--- config.mk ---
export PLATFORM = sky130hd
export DESIGN_NAME = gpu_primitive_receiver
export DESIGN_NICKNAME = d
export VERILOG_FILES = /design/src/rtl/gpu_primitive_receiver_pkg.sv /design/src/rtl/gpu_prim_fifo.sv /design/src/rtl/gpu_primitive_receiver.sv
export SDC_FILE = /design/constraint.sdc
export NUM_CORES = 1
export LEC_CHECK = 0
export ABC_AREA = 0
export BUFFER_PORTS_ARGS = -buffer_cell sky130_fd_sc_hd__buf_2
export CAP_MARGIN = 10
export CORE_ASPECT_RATIO = 2
export CORE_MARGIN = 4
export CORE_UTILIZATION = 60
export CTS_BUF_LIST = sky130_fd_sc_hd__clkbuf_16
export DETAILED_ROUTE_END_ITERATION = 16
export PLACE_DENSITY = 0.88
export SLEW_MARGIN = 0
export SYNTH_ARGS = -nofsm -noshare
export SYNTH_HDL_FRONTEND = slang
export SYNTH_SLANG_ARGS = --single-unit
--- constraint.sdc ---
create_clock -name I_CLOCK -period 6.8 [get_ports I_CLOCK]
set_input_delay 1.36 -clock I_CLOCK [delete_from_list [all_inputs] [get_ports I_CLOCK]]
set_output_delay 1.36 -clock I_CLOCK [all_outputs]
set_load 0.005 [all_outputs]
--- src/rtl/gpu_primitive_receiver_pkg.sv ---
// Shared widths, primitive entry layout and output-stage state encoding for the
// writeback->GPU primitive receiver.
package gpu_primitive_receiver_pkg;

  localparam int GSR_WIDTH        = 32;
  localparam int VERTEX_REG_WIDTH = 32;
  localparam int PRIM_WIDTH       = GSR_WIDTH + 3 * VERTEX_REG_WIDTH;

  typedef enum logic {
    S_EMPTY = 1'b0,
    S_FULL  = 1'b1
  } out_state_e;

  // True when any two vertices are identical, i.e. the triangle has zero area.
  function automatic logic is_degenerate(
    input logic [VERTEX_REG_WIDTH-1:0] v1,
    input logic [VERTEX_REG_WIDTH-1:0] v2,
    input logic [VERTEX_REG_WIDTH-1:0] v3
  );
    return (v1 == v2) || (v2 == v3) || (v1 == v3);
  endfunction

endpackage

--- src/rtl/gpu_prim_fifo.sv ---
// Primitive entry FIFO: power-of-2 depth, occupancy count, negedge-clocked,
// async active-low clear. Concurrent push+pop is allowed when full.
module gpu_prim_fifo #(
  parameter int DEPTH = 4,
  parameter int WIDTH = 128
) (
  input  logic                       clk,
  input  logic                       rst_n,
  input  logic                       push,
  input  logic                       pop,
  input  logic [WIDTH-1:0]           wr_data,
  output logic [WIDTH-1:0]           rd_data,
  output logic [$clog2(DEPTH):0]     count,
  output logic                       full,
  output logic                       empty
);

  localparam int PTR_W = $clog2(DEPTH);

  logic [WIDTH-1:0] mem [DEPTH];
  logic [PTR_W-1:0] wr_ptr;
  logic [PTR_W-1:0] rd_ptr;

  assign rd_data = mem[rd_ptr];
  assign full    = (count == (PTR_W+1)'(DEPTH));
  assign empty   = (count == '0);

  // Pointers wrap naturally because DEPTH is a power of 2.
  always_ff @(negedge clk or negedge rst_n) begin
    if (!rst_n) begin
      wr_ptr <= '0;
      rd_ptr <= '0;
      count  <= '0;
    end else begin
      if (push) wr_ptr <= wr_ptr + 1'b1;
      if (pop)  rd_ptr <= rd_ptr + 1'b1;
      case ({push, pop})
        2'b10:   count <= count + 1'b1;
        2'b01:   count <= count - 1'b1;
        default: count <= count;
      endcase
    end
  end

  always_ff @(negedge clk) begin
    if (push) mem[wr_ptr] <= wr_data;
  end

endmodule

--- src/rtl/gpu_primitive_receiver.sv ---
// GPU-side receiver for writeback primitives: FIFO buffering, stall, ordered output stage.
// Optional degenerate-triangle culling when GPU_DEGEN_CULL_EN is defined.
module gpu_primitive_receiver
  import gpu_primitive_receiver_pkg::*;
#(
  parameter int FIFO_DEPTH = 4,
  parameter int STALL_SKID = 1
) (
  input  logic                        I_CLOCK,
  input  logic                        I_LOCK,
  input  logic [GSR_WIDTH-1:0]        I_GSRValue,
  input  logic [VERTEX_REG_WIDTH-1:0] I_VertexV1,
  input  logic [VERTEX_REG_WIDTH-1:0] I_VertexV2,
  input  logic [VERTEX_REG_WIDTH-1:0] I_VertexV3,
  input  logic                        I_GSRValue_Valid,
  output logic                        O_GPUStallSignal,
  output logic                        O_PrimValid,
  input  logic                        I_PrimReady,
  output logic [GSR_WIDTH-1:0]        O_PrimGSR,
  output logic [VERTEX_REG_WIDTH-1:0] O_PrimV1,
  output logic [VERTEX_REG_WIDTH-1:0] O_PrimV2,
  output logic [VERTEX_REG_WIDTH-1:0] O_PrimV3,
`ifdef GPU_DEGEN_CULL_EN
  output logic [7:0]                  O_CullCount,
`endif
  output logic                        O_Overflow
);

  localparam int CNT_W = $clog2(FIFO_DEPTH) + 1;

  logic [PRIM_WIDTH-1:0] in_word;
  logic [PRIM_WIDTH-1:0] out_word;
  logic [PRIM_WIDTH-1:0] fifo_rd;
  logic [CNT_W-1:0]      fifo_count;
  logic                  fifo_full;
  logic                  fifo_empty;
  logic                  fifo_push;
  logic                  fifo_pop;
  logic                  cull;
  logic                  push_req;
  logic                  out_free;
  logic                  bypass;
  logic                  drop;
  out_state_e            state;

  assign in_word = {I_GSRValue, I_VertexV1, I_VertexV2, I_VertexV3};
  assign {O_PrimGSR, O_PrimV1, O_PrimV2, O_PrimV3} = out_word;

`ifdef GPU_DEGEN_CULL_EN
  assign cull = I_GSRValue_Valid && is_degenerate(I_VertexV1, I_VertexV2, I_VertexV3);
`else
  assign cull = 1'b0;
`endif

  assign push_req  = I_GSRValue_Valid && !cull;
  assign out_free  = (state == S_EMPTY) || I_PrimReady;
  assign fifo_pop  = out_free && !fifo_empty;
  // Bypass only when nothing older is queued, so arrival order is preserved.
  assign bypass    = push_req && fifo_empty && out_free;
  assign fifo_push = push_req && !bypass && (!fifo_full || fifo_pop);
  assign drop      = push_req && !bypass && fifo_full && !fifo_pop;

  assign O_GPUStallSignal = (fifo_count >= CNT_W'(FIFO_DEPTH - STALL_SKID));

  gpu_prim_fifo #(
    .DEPTH (FIFO_DEPTH),
    .WIDTH (PRIM_WIDTH)
  ) u_fifo (
    .clk     (I_CLOCK),
    .rst_n   (I_LOCK),
    .push    (fifo_push),
    .pop     (fifo_pop),
    .wr_data (in_word),
    .rd_data (fifo_rd),
    .count   (fifo_count),
    .full    (fifo_full),
    .empty   (fifo_empty)
  );

  always_ff @(negedge I_CLOCK or negedge I_LOCK) begin
    if (!I_LOCK) begin
      state       <= S_EMPTY;
      O_PrimValid <= 1'b0;
      out_word    <= '0;
      O_Overflow  <= 1'b0;
    end else begin
      if (drop) O_Overflow <= 1'b1;
      if (out_free) begin
        if (fifo_pop) begin
          state       <= S_FULL;
          O_PrimValid <= 1'b1;
          out_word    <= fifo_rd;
        end else if (bypass) begin
          state       <= S_FULL;
          O_PrimValid <= 1'b1;
          out_word    <= in_word;
        end else begin
          state       <= S_EMPTY;
          O_PrimValid <= 1'b0;
        end
      end
    end
  end

`ifdef GPU_DEGEN_CULL_EN
  always_ff @(negedge I_CLOCK or negedge I_LOCK) begin
    if (!I_LOCK) begin
      O_CullCount <= '0;
    end else if (cull && (O_CullCount != 8'hFF)) begin
      O_CullCount <= O_CullCount + 8'd1;
    end
  end
`endif

endmodule

==> summary.md, run 1 <==
| Metric | Value |
|---|---|
| Status | complete, no violations |
| RR Startpoint | u_fifo.rd_ptr[1] |
| Synth Cell Area | between 0.02 and 0.025 mm² |
| Site row count | between 100 and 150 |
| Met2 usage | 48.6% |
| CTS Buf Count | 53 |
| RSZ-0062 raised after global routing | no |
| Post-synthesis sequential area ratio | 77.8% |
| Post-placement cell count | 2,023 |
| Number of library cell types mapped by synthesis | 29 |
| Max-Cap Viols | 0 |
| CP required | 5.44 ns |
| HP Class | flop to flop |
| Worst Tran Pin Value | 1.17 ns |
| Crit path buf inv count | 1 |
| Met3 usage | 5.26% |
| R2R Setup Slk | 3.68 ns |
| HP Start | out_word[55] |
| CTS tree | done |
| Layout area overhead | 24.4% |
| Worst-case clock buffer depth | 3 |
| Pin count of the biggest net entering global routing | 130 |
| Maximum vdd drop | 0.422 mV |
| Post-route DRC | 0 |
| Wire length per cell | 22.6 µm |
| Routed WL | 59,400 µm |
| Clk pin slew, worst setup/hold paths | 0.05 ns |
| Setup violations, final | 0 |
| Kind of critical path | flop to primary output |
| Total GRT Usage | 27.7% |
| Final hold slack | 0.463 ns |
| Port-buffer cells | 262 |
| Register area | 0.0188 mm² |
| Vias in the first global route | 16,800 |
| Iteration-0 DRC Markers | around 1,300 |
| Area post-placement | 0.0263 mm² |
| CP Max Fanout | 6 |
| # hold bufs at CTS | 0 |
| Commonest non-fill, non-tap cell in the layout | inv_1 |
| Worst hold endpoint | out_word[55] |
| CTS root buf | clkbuf_16 |
| Post-synth net total | ~1,400 |
| Via count | 15,200 |
| Cells along the critical path | a21o_1 -> buf_2 |
| Share of layout cells above drive strength 1 | 24.5% |
| Final hold vios | 0 |
| GR peak layer | met2 |
| Die H | 292 µm |
| I/O pins | 263 |
| Syn Inst Count | roughly 1,300 |
| Setup bufs post-CTS | 0 |
| Mean post-synth cell area | 19.0 µm² |
| Clock Skew | ~0.098 ns |
| Slowest CP cell | dfrtn_1 |
| Clk sinks | 649 |
| CTS H-tree depth | 2 |
| Worst flop-to-flop path endpoint | out_word[30] |
| Most frequent cells in the layout | 532 x inv_1, 512 x edfxtp_1, 261 x buf_2 |
| Routed vias/inst | 5.77 |
| Number of gates resized after cts | 0 |
| Synth warn | 0 |
| Antenna fix cells | 0 |
| Met1 GRT Util | 32.2% |
| Hpwl dp | between 30,000 and 40,000 µm |
| Core area | 0.0397 mm² |
| Post-route setup TNS | 0 ns |
| Max Transition Viols Final | 0 |
| Die area | 0.0438 mm² |
| Die X | 150 µm |
| DRT Pass-1 Iters | 5 |
| Max incr delay on CP | 0.56 ns |
| Worst R2R Path Depth | 4 |
| Min-Delay Path Depth | 2 |
| Leakage power | 12.8 nW |
| Global placement routability congestion | 0.788 |
| Non-Filler Instances | 2,631 |
| Fin nets | 2,202 |
| Skew-Pair Late Insertion Delay | 0.66 ns |
| Endpoint kind of the worst setup timing path | primary output |
| Remaining global-route overflow | 0 |
| Nature of the critical path startpoint | flop |
| Starting density of the core | 60.9% |
| Crit-path leading delay family | flip-flops |
| Final Instance Area | roughly 0.030 mm² |
| Area of the multi-input gates | 0.00495 mm² |
| Initial antenna violation count | 0 |
| Pwr dens | about 470 mW/mm² |
| Fillcell total | 2,171 |
| Max_slew headroom | 21.7% |
| ANT nets after route | 0 |
| First-pass GRT wire length | approximately 90,000 µm |
| #FFs+latches synth | 649 |
| Arrival time worst endpoint | roughly 4.8 ns |
[metrics by stage]
| step | util, % | setup WS [ns] | total power [W] |
|---|---|---|---|
| 4_1_cts | 75.8 | 0.621 | 0.0141 |
| 3_3_place_gp | 66.1 | 0.243 | 0.00966 |
| 6_report | 75.8 | 0.650 | 0.0140 |
| 2_1_floorplan | - | -0.614 | 0.00854 |
| 5_1_grt | 75.8 | 0.610 | 0.0149 |
| 3_5_place_dp | 66.1 | 0.191 | 0.00984 |
[cell families after synthesis]
group,Yosys count,synth area share (%)
simple gates,270,4.29
flops,649,77.8
buf+inv,81,1.88
mux,130,12.0
compound gates,132,3.45
fa+ha+maj,6,0.342
xor+xnor,7,0.254
[report_power, final]
part | internal (W) | total, W | switching (W) | leakage (nW)
logic | 0.00159 | 0.00353 | 0.00194 | 2.85
registers | 0.00545 | 0.00588 | 0.000431 | 6.21
clock network | 0.00234 | 0.00463 | 0.00229 | 3.71
total | 0.00938 | 0.0140 | 0.00466 | 12.8
[layout make-up]
class	instances	area share [%]
clock buffer	57	4.74
inverter	7	0.0874
clock inverter	552	7.96
multi-input combinational	545	16.5
sequential	649	62.5
tap	525	2.18
timing repair buffer	296	6.02
[cell usage after synthesis]
master | n | area (µm²)
ha_1 | 5 | 62.6
buf_4 | 4 | 30.0
and2_1 | 4 | 25.0
buf_2 | 35 | 175
or2_1 | 1 | 6.26
nand3_1 | 2 | 10.0
nand2_1 | 1 | 3.75
clkbuf_1 | 20 | 75.1
mux2i_1 | 1 | 10.0
a21oi_1 | 1 | 5.00
dfrtn_1 | 137 | 3430
inv_1 | 7 | 26.3
a21o_1 | 1 | 7.51
and2b_1 | 1 | 7.51
a21boi_2 | 1 | 11.3
mux2_2 | 1 | 11.3
xor2_1 | 2 | 17.5
fa_1 | 1 | 20.0
o22ai_1 | 128 | 801
inv_2 | 1 | 3.75
clkbuf_2 | 2 | 10.0
nand2b_1 | 1 | 6.26
nor3_1 | 1 | 5.00
nor2_1 | 259 | 972
buf_6 | 12 | 135
edfxtp_1 | 512 | 15400
mux4_2 | 128 | 2880
a41o_1 | 1 | 10.0
xnor2_1 | 5 | 43.8
[worst max-delay path by stage]
stage / start / to / cells after the start
global placement: I_PrimReady / u_fifo.count[2] / 11
detailed placement: I_PrimReady / u_fifo.count[2] / 11
global route: u_fifo.count[2] / O_GPUStallSignal / 2
CTS: u_fifo.count[2] / O_GPUStallSignal / 2
finish: u_fifo.count[2] / O_GPUStallSignal / 2
floorplan: I_PrimReady / u_fifo.mem[0][0] / 4
[layer usage]
layer | wire length, µm | vias to the layer above | share of wire, %
met5 | 0 | - | 0
met4 | 3010 | 0 | 5.1
met3 | 4110 | 178 | 6.9
met2 | 32600 | 850 | 55
met1 | 19700 | 7583 | 33
li1 | - | 6575 | -
[sequential cells by signal (all words and copies together) (netlist names)]
register / flops
u_fifo.mem: 512
state: 1
u_fifo.count: 3
u_fifo.wr_ptr: 2
u_fifo.rd_ptr: 2
out_word: 128
O_Overflow: 1
[tightest hold or removal path, delay by kind of cell, from the launching register on]
family           cells  cell delay (ns)
DFF                  1             0.40
and+or+nand+nor      2             0.14
Power figures use the tool's default switching activity.
==> inputs of run 2 (changes only) <==
RECOVER_POWER = 25   (was default)
clock period = 7.6 ns   (was 6.8 ns; I/O delays follow)
==> run 2 against run 1 <==
Effect of this change: global-route usage up 0.41 points; worst setup slack better by 0.12 ns; die area unchanged; sequential power down 10%; via count up 0.50%; cell count about the same; critical path depth up 9; flip-flop and latch count unchanged; first-iteration DRC count down 9.7%; combinational power down 10%; largest power group unchanged.
==> summary.md, run 2 (synthesized netlist as in run 1, its figures left out) <==
| Metric | Value |
|---|---|
| Share of layout cells above drive strength 1 | 19.1% |
| Top reg by flops | u_fifo.mem |
| Routed vias/inst | 5.81 |
| Met1 GRT Util | 31.3% |
| Biggest regs | u_fifo.mem (512), out_word (128), u_fifo.count (3) |
| Kind of critical path | input port to flop |
| RSZ-0062 raised after global routing | no |
| Fin nets | 2,197 |
| Iteration-0 DRC Markers | 1,169 |
| ANT nets after route | 0 |
| Clock Skew | 0.0862 ns |
| Core area | 0.0397 mm² |
| Setup violations, final | 0 |
| Met3 usage | 5.11% |
| Number of flip-flops in the largest register | 512 |
| Die X | roughly 150 µm |
| Nature of the critical path startpoint | input port |
| Maximum vdd drop | between 0.3 and 0.4 mV |
| Max incr delay on CP | 0.38 ns |
| I/O pins | roughly 260 |
| Met2 usage | 50.3% |
| First-pass GRT wire length | roughly 93,000 µm |
| Area post-placement | 0.0262 mm² |
| # hold bufs at CTS | 0 |
| Vias in the first global route | around 17,000 |
| Pin count of the biggest net entering global routing | 130 |
| Slowest CP cell | a21boi_2 |
| CTS H-tree depth | 2 |
| Clk sinks | 649 |
| Hpwl dp | 33,300 µm |
| GR peak layer | met2 |
| Pwr dens | 417 mW/mm² |
| Remaining global-route overflow | 0 |
| CTS root buf | clkbuf_16 |
| Starting density of the core | 60.9% |
| Antenna fix cells | 0 |
| DRT Pass-1 Iters | 7 |
| Global placement routability congestion | 0.799 |
| Max_slew headroom | 32.1% |
| Final hold vios | 0 |
| Wire length per cell | ~23 µm |
| CP Max Fanout | 7 |
| Most frequent cells in the layout | 526 x inv_1, 512 x edfxtp_1, 259 x nor2_1 |
| Site row count | 103 |
| Worst Tran Pin Value | around 1.0 ns |
| Die area | 0.0438 mm² |
| Arrival time worst endpoint | 3.43 ns |
| Via count | 15,300 |
| Die H | 292 µm |
| Routed WL | 60,600 µm |
| Total GRT Usage | 28.1% |
| Endpoint kind of the worst setup timing path | flop |
| Total power draw | 0.0124 W |
| Layout area overhead | 23.3% |
| CP required | between 4 and 5 ns |
| Max Transition Viols Final | 0 |
| CTS tree | done |
| HP Class | flop to flop |
| Worst-case clock buffer depth | 3 |
| Commonest non-fill, non-tap cell in the layout | inv_1 |
| Area of the multi-input gates | 0.00495 mm² |
| Max-Cap Viols | 0 |
| CTS Buf Count | 53 |
| Skew-Pair Late Insertion Delay | about 0.65 ns |
| Final Instance Area | 0.0298 mm² |
| Initial antenna violation count | 0 |
| Setup bufs post-CTS | 0 |
| Number of gates resized after cts | 0 |
| Cells along the critical path | buf_2 -> and2b_1 -> xnor2_1 -> a21boi_2 -> inv_1 -> ha_1 -> inv_1 -> fa_1 -> xor2_1 -> nor2_1 -> xor2_1 |
| Register area | around 0.019 mm² |
| Post-route DRC | 0 |
| Fillcell total | 2,285 |
| Status | complete, no violations |
| Port-buffer cells | 262 |
| Leakage power | 12.4 nW |
| Clk pin slew, worst setup/hold paths | ~0.050 ns |
-- run 2: area by class of cell --
cell class	instances	share of cell area, %
Clock inverter	554	7.72
Multi-Input combinational cell	545	16.6
Timing Repair Buffer	291	5.43
Clock buffer	58	4.87
Inverter	7	0.0881
Tap cell	525	2.20
Sequential cell	649	63.1
-- run 2: worst max-delay path, delay by kind of cell --
kind,cells,cell delay [ns]
adders and majority gates,2,0.43
xor gates and xnor gates,3,0.42
and+or+nand+nor,2,0.40
AOI/OAI and AO/OA,1,0.38
buffers and inverters,3,0.29
-- run 2: report_power, final --
group | switching [W] | leakage [nW] | internal, W
registers | 0.000400 | 6.21 | 0.00488
clock network | 0.00205 | 3.66 | 0.00194
logic | 0.00176 | 2.51 | 0.00140
total | 0.00421 | 12.4 | 0.00822
-- run 2: final timing paths --
path                                  start              end  slack, ns  cells past startpoint
min in group asynchronous            I_LOCK    out_word[111]       4.69                      1
max in group asynchronous            I_LOCK            state       2.12                      2
setup / recovery                I_PrimReady  u_fifo.count[2]       0.77                     11
setup reg to reg           u_fifo.rd_ptr[0]     out_word[65]       4.84                      5
hold reg to reg                  O_Overflow       O_Overflow       0.45                      1
hold / removal                   O_Overflow       O_Overflow       0.45                      1
-- run 2: through the flow --
step	utilization, %	setup WS [ns]	instances	hold slack, ns	setup TNS, ns
6_report	75.1	0.771	2629	0.452	0
5_1_grt	75.1	0.652	2629	0.478	0
4_1_cts	75.5	0.773	2629	0.451	0
3_5_place_dp	66.0	0.239	2018	0.448	0
3_3_place_gp	66.0	0.282	2018	0.439	0
2_1_floorplan	-	-0.374	1275	0.421	-191.68
-- run 2: routing by layer --
metal | vias to the layer above | wire length (µm)
met4 | 0 | 3450
met3 | 198 | 4110
li1 | 6564 | -
met1 | 7677 | 19300
met2 | 823 | 33700
met5 | - | 0
